$ cat config.mk
export PLATFORM = sky130hd
export DESIGN_NAME = pipe_skid_reg
export DESIGN_NICKNAME = d
export VERILOG_FILES = /design/src/rtl/pipe_skid_reg_pkg.sv /design/src/rtl/pipe_skid_reg.sv
export SDC_FILE = /design/constraint.sdc
export NUM_CORES = 1
export LEC_CHECK = 0
export CAP_MARGIN = 20
export CORE_MARGIN = 2
export CORE_UTILIZATION = 40
export CTS_CLUSTER_SIZE = 14
export DETAILED_ROUTE_END_ITERATION = 16
export GPL_ROUTABILITY_DRIVEN = 0
export GPL_TIMING_DRIVEN = 0
export PLACE_DENSITY = 0.78
export SLEW_MARGIN = 20
export SYNTH_ARGS = -nofsm -noshare
export SYNTH_HDL_FRONTEND = slang
export SYNTH_SLANG_ARGS = --single-unit
$ cat constraint.sdc
create_clock -name CLOCK -period 4.9 [get_ports CLOCK]
set_input_delay 0.98 -clock CLOCK [delete_from_list [all_inputs] [get_ports CLOCK]]
set_output_delay 0.98 -clock CLOCK [all_outputs]
set_load 0.05 [all_outputs]
$ cat src/rtl/pipe_skid_reg_pkg.sv
// Shared pipeline package: the state encoding and the NOP payload used by every
// pipeline stage register.
package pipe_skid_reg_pkg;

    typedef enum logic [1:0] {
        ST_EMPTY = 2'd0,
        ST_ONE   = 2'd1,
        ST_FULL  = 2'd2
    } skid_state_e;

    // An all-zero payload decodes as NOP in every stage.
    localparam logic [63:0] PIPE_NOP = 64'd0;

endpackage

$ cat src/rtl/pipe_skid_reg.sv
// Two-entry pipeline skid register. IN_READY is registered, so upstream never
// sees a combinational path from OUT_READY.
//
// state    | meaning
// ---------+-----------------------------------------------
// ST_EMPTY | no valid entry; MAIN keeps stale data
// ST_ONE   | MAIN valid and driving OUT_DATA
// ST_FULL  | MAIN and SKID valid; SKID moves to MAIN on consume
module pipe_skid_reg
    import pipe_skid_reg_pkg::*;
#(
    parameter int               WIDTH      = 64,
    parameter logic [WIDTH-1:0] RESET_DATA = WIDTH'(PIPE_NOP)
) (
    input  logic             CLOCK,
    input  logic             RESET,
    input  logic             FLUSH,
    input  logic             IN_VALID,
    input  logic [WIDTH-1:0] IN_DATA,
    output logic             IN_READY,
    output logic             OUT_VALID,
    output logic [WIDTH-1:0] OUT_DATA,
    input  logic             OUT_READY,
    output logic [1:0]       OCCUPANCY
);

    skid_state_e      state_q, state_d;
    logic [WIDTH-1:0] main_q, main_d;
    logic [WIDTH-1:0] skid_q, skid_d;
    logic             in_ready_q, in_ready_d;
    logic             accept, consume;

    assign accept  = IN_VALID & in_ready_q;
    assign consume = OUT_VALID & OUT_READY;

    always_comb begin
        state_d = state_q;
        main_d  = main_q;
        skid_d  = skid_q;
        if (FLUSH) begin
            // Flush wins over everything; SKID contents become don't-care.
            state_d = ST_EMPTY;
            main_d  = RESET_DATA;
        end else begin
            case (state_q)
                ST_EMPTY: begin
                    if (accept) begin
                        state_d = ST_ONE;
                        main_d  = IN_DATA;
                    end
                end
                ST_ONE: begin
                    if (accept && consume) begin
                        main_d = IN_DATA;
                    end else if (accept) begin
                        state_d = ST_FULL;
                        skid_d  = IN_DATA;
                    end else if (consume) begin
                        state_d = ST_EMPTY;
                    end
                end
                ST_FULL: begin
                    if (consume) begin
                        state_d = ST_ONE;
                        main_d  = skid_q;
                    end
                end
                default: state_d = ST_EMPTY;
            endcase
        end
        in_ready_d = (state_d != ST_FULL);
    end

    always_ff @(posedge CLOCK or negedge RESET) begin
        if (!RESET) begin
            state_q    <= ST_EMPTY;
            main_q     <= RESET_DATA;
            skid_q     <= RESET_DATA;
            in_ready_q <= 1'b1;
        end else begin
            state_q    <= state_d;
            main_q     <= main_d;
            skid_q     <= skid_d;
            in_ready_q <= in_ready_d;
        end
    end

    assign IN_READY  = in_ready_q;
    assign OUT_VALID = (state_q != ST_EMPTY);
    assign OUT_DATA  = main_q;
    assign OCCUPANCY = state_q;

endmodule

==> impl_metrics.tcl, run 1 <==
set metrics [dict create \
    cts_setup_buffers 0 \
    cp-end-kind "primary output" \
    grtUsageTotal_pct 19.3 \
    worstSetupPathType "flip-flop to primary output" \
    syn_avg_cell_area_um2 12.8 \
    synthCells 441 \
    outcome "finished clean" \
    cts_buffer_depth 2 \
    synth_top_area_share_pct 57.6 \
    final_util_pct 56.8 \
    path_cells "or2_2 -> clkdlybuf4s50_1" \
    critPathSlowestCell "clkdlybuf4s50_1" \
    post_cts_resized 0 \
    synth-seq-cells 131 \
    maxSlewHeadroom_pct 45.4 \
    clk_latency_ps 410 \
    ir_drop_uv 202 \
    drive_above_1_share_pct 19.2 \
    synth_cell_type_count 23 \
    rsz0062_at_grt "false" \
    clk_pin_slew_ps 60 \
    skew_ps 7.92 \
    synth_most_common_cell "dfrtp_1" \
    h-tree-depth 4 \
    via_count 4137 \
    crit_end "OUT_VALID" \
    core_um2 13800 \
    yosysWarnings 0 \
    drtIter0Drc 285 \
    grt_max_degree 67 \
    finalHoldViolCount 0 \
    cp_max_fo 6 \
    holdWs_ps 476 \
    area_growth_syn_to_layout_pct 39.0 \
    syn-cell-area_um2 5650 \
    r2r_start "OCCUPANCY[1]$_DFF_PN0_" \
    finalWorstPathRequiredPeriod_ps 2880 \
    cts_hold_buffers 0 \
    netlist_top_cells_count "dfrtp_1 (130), nand2_1 (65), mux2_2 (64), mux2i_1 (63), o31ai_1 (63)" \
    cts_tree "done" \
    synth_enable_flop_cells 0 \
    wl_mm 13.8 \
    yosys.area.top_type "dfrtp_1" \
    crit_buf_inv 1 \
    p_per_area_nw_per_um2 424 \
    arrival_ps 1900 \
    drc 0 \
    final.setup.tns_ps 0 \
    path_delay_family "buffers and inverters" \
    hpwl_mm 9.47 \
    antenna_found_initial 0 \
    setup_viol 0 \
    holdPathStages 2 \
    routedWlPerCell_um 17.4 \
    seq_area_frac_synth_pct 58.1 \
    worst_setup_path_start_kind "flip-flop" \
    final_antenna_net_count 0 \
    io_pins 137 \
    grt_pass1_vias 4299 \
    die_h_um 123 \
    die_area_um2 15100 \
    required_ps 3920 \
    r2r_cells 5 \
    vias_per_cell 5.24 \
    synth_area_leaders "dfrtp_1 (58%), mux2_2 (13%), mux2i_1 (11%)" \
    power_leakage_nw 3.22 \
    numCtsBuffers 17 \
    max_freq_mhz 347 \
    synth_fp_nets 510 \
    start_util_pct 40.8 \
    maxSlewViolCount 0 \
    rr_endpoint "OUT_DATA[48]$_DFFE_PN0P_" \
    cap_violations 0 \
    ff2ff_setup_slack_ps 2690 \
    holdCritPathClass "flip-flop to flip-flop" \
    rows 43 \
    cts_root_buffer "clkbuf_16" \
    crit_cells 2 \
    firstDrtPassIters 4 \
    critPathLaunch "OCCUPANCY[1]$_DFF_PN0_" \
    port_buffers 136 \
    async_reset_ff_share_pct 100 \
    antenna_cells 0 \
    fp.dieW_um 123 \
    grt_pass1_wl_mm 22.0 \
    tightest_slew_ps 819 \
    clock-sinks 131 \
    grt_overflow 0 \
    final_nets 666 \
    post-route-period-util_pct 58.8 \
    cp_slowest_stage_delay_ps 700 \
    yosys_most_used_dff "dfrtp_1" \
]
where the power goes:
part           total (mW)  internal, mW  switching [mW]
Sequential           1.41          1.30           0.112
Combinational       0.676         0.310           0.366
Clock                1.24         0.786           0.455
Total                3.32          2.39           0.933
tightest hold or removal path, cell delays in order (launching register included):
cell and delay [ps]:
dfrtp_1 340, nand2_1 50, o31ai_1 50
worst min-delay path by stage:
stage                              from  slack [ps]                        to
4_1_cts        OUT_DATA[59]$_DFFE_PN0P_         480  OUT_DATA[59]$_DFFE_PN0P_
6_report       OUT_DATA[14]$_DFFE_PN0P_         480  OUT_DATA[14]$_DFFE_PN0P_
3_3_place_gp    OUT_DATA[4]$_DFFE_PN0P_         460   OUT_DATA[4]$_DFFE_PN0P_
2_1_floorplan    skid_q[10]$_DFFE_PN0P_         480    skid_q[10]$_DFFE_PN0P_
3_5_place_dp   OUT_DATA[59]$_DFFE_PN0P_         470  OUT_DATA[59]$_DFFE_PN0P_
5_1_grt        OUT_DATA[14]$_DFFE_PN0P_         500  OUT_DATA[14]$_DFFE_PN0P_
routing by layer:
metal  routed length [um]  global-route usage [%]
met1                 5930                    24.2
met2                 6860                    31.7
met3                  734                    5.20
met4                  261                    7.47
met5                    0                       0
cells by family (layout without fill, tap and decap cells):
logic type,after synthesis,in the layout,share of synthesized area (%)
flip-flops,131,131,58.1
multiplexers,127,127,23.9
AO/OA/AOI/OAI,73,73,9.79
AND/OR/NAND/NOR,73,73,5.14
buffers and inverters,37,206,3.08
cells in the final DEF, fill, tap and decap left out, drive strengths merged:
master,netlist,final
clkinvlp,0,2
nor2,2,2
inv,2,2
clkinv,0,5
nand3,1,1
mux2i,63,63
or3,1,1
clkbuf,17,40
dfstp,1,1
a221oi,1,1
dfrtp,130,130
or2,1,1
nand2,65,65
nor2b,1,1
mux2,64,64
buf,18,20
and3b,1,1
nand2b,1,1
a21o,1,1
a31oi,1,1
a21oi,5,5
o21ba,1,1
o21ai,1,1
bufinv,0,2
clkdlybuf4s50,0,135
o31ai,63,63
metrics by stage:
step	instance area, um^2	std cells	setup slack, ps	power, mW
floorplan	5650	441	2630	1.83
global placement	7230	757	-2110	2.07
detailed placement	7270	758	1580	2.10
CTS	7850	790	2000	3.36
global route	7850	790	1910	3.47
finish	7850	790	2020	3.32
flip-flops by register name (all words and copies together) (netlist names):
| name | cells |
|---|---|
| IN_READY | 1 |
| OCCUPANCY | 2 |
| OUT_DATA | 64 |
| skid_q | 64 |
layout make-up:
class                   count  area, um^2
inverters                   2        7.51
clock buffers              23         478
clock inverters             9         104
well taps                 180         225
flip-flops and latches    131        3280
repair buffers            137        1390
multi-input cells         273        2190
plain buffers              35         166
fillers                  1131        5980
(Power assumes the default switching activity.)
==> inputs of run 2 (changes only) <==
==> constraint.sdc (replaced) <==
create_clock -name CLOCK -period 3 [get_ports CLOCK]
set_input_delay 0.6 -clock CLOCK [delete_from_list [all_inputs] [get_ports CLOCK]]
set_output_delay 0.6 -clock CLOCK [all_outputs]
set_load 0.05 [all_outputs]
==> results of run 2 <==
Same layout as run 1 (identical final DEF). Status: finished clean.
Among the figures that moved: setup slack after placement 1580 ps -> 59.1 ps; setup slack after layout 2020 ps -> 500 ps; hold slack 476 ps -> 120 ps; register-to-register setup slack 2690 ps -> 790 ps; total power 3.32 mW -> 5.43 mW; worst IR drop on VDD 202 uV -> 331 uV
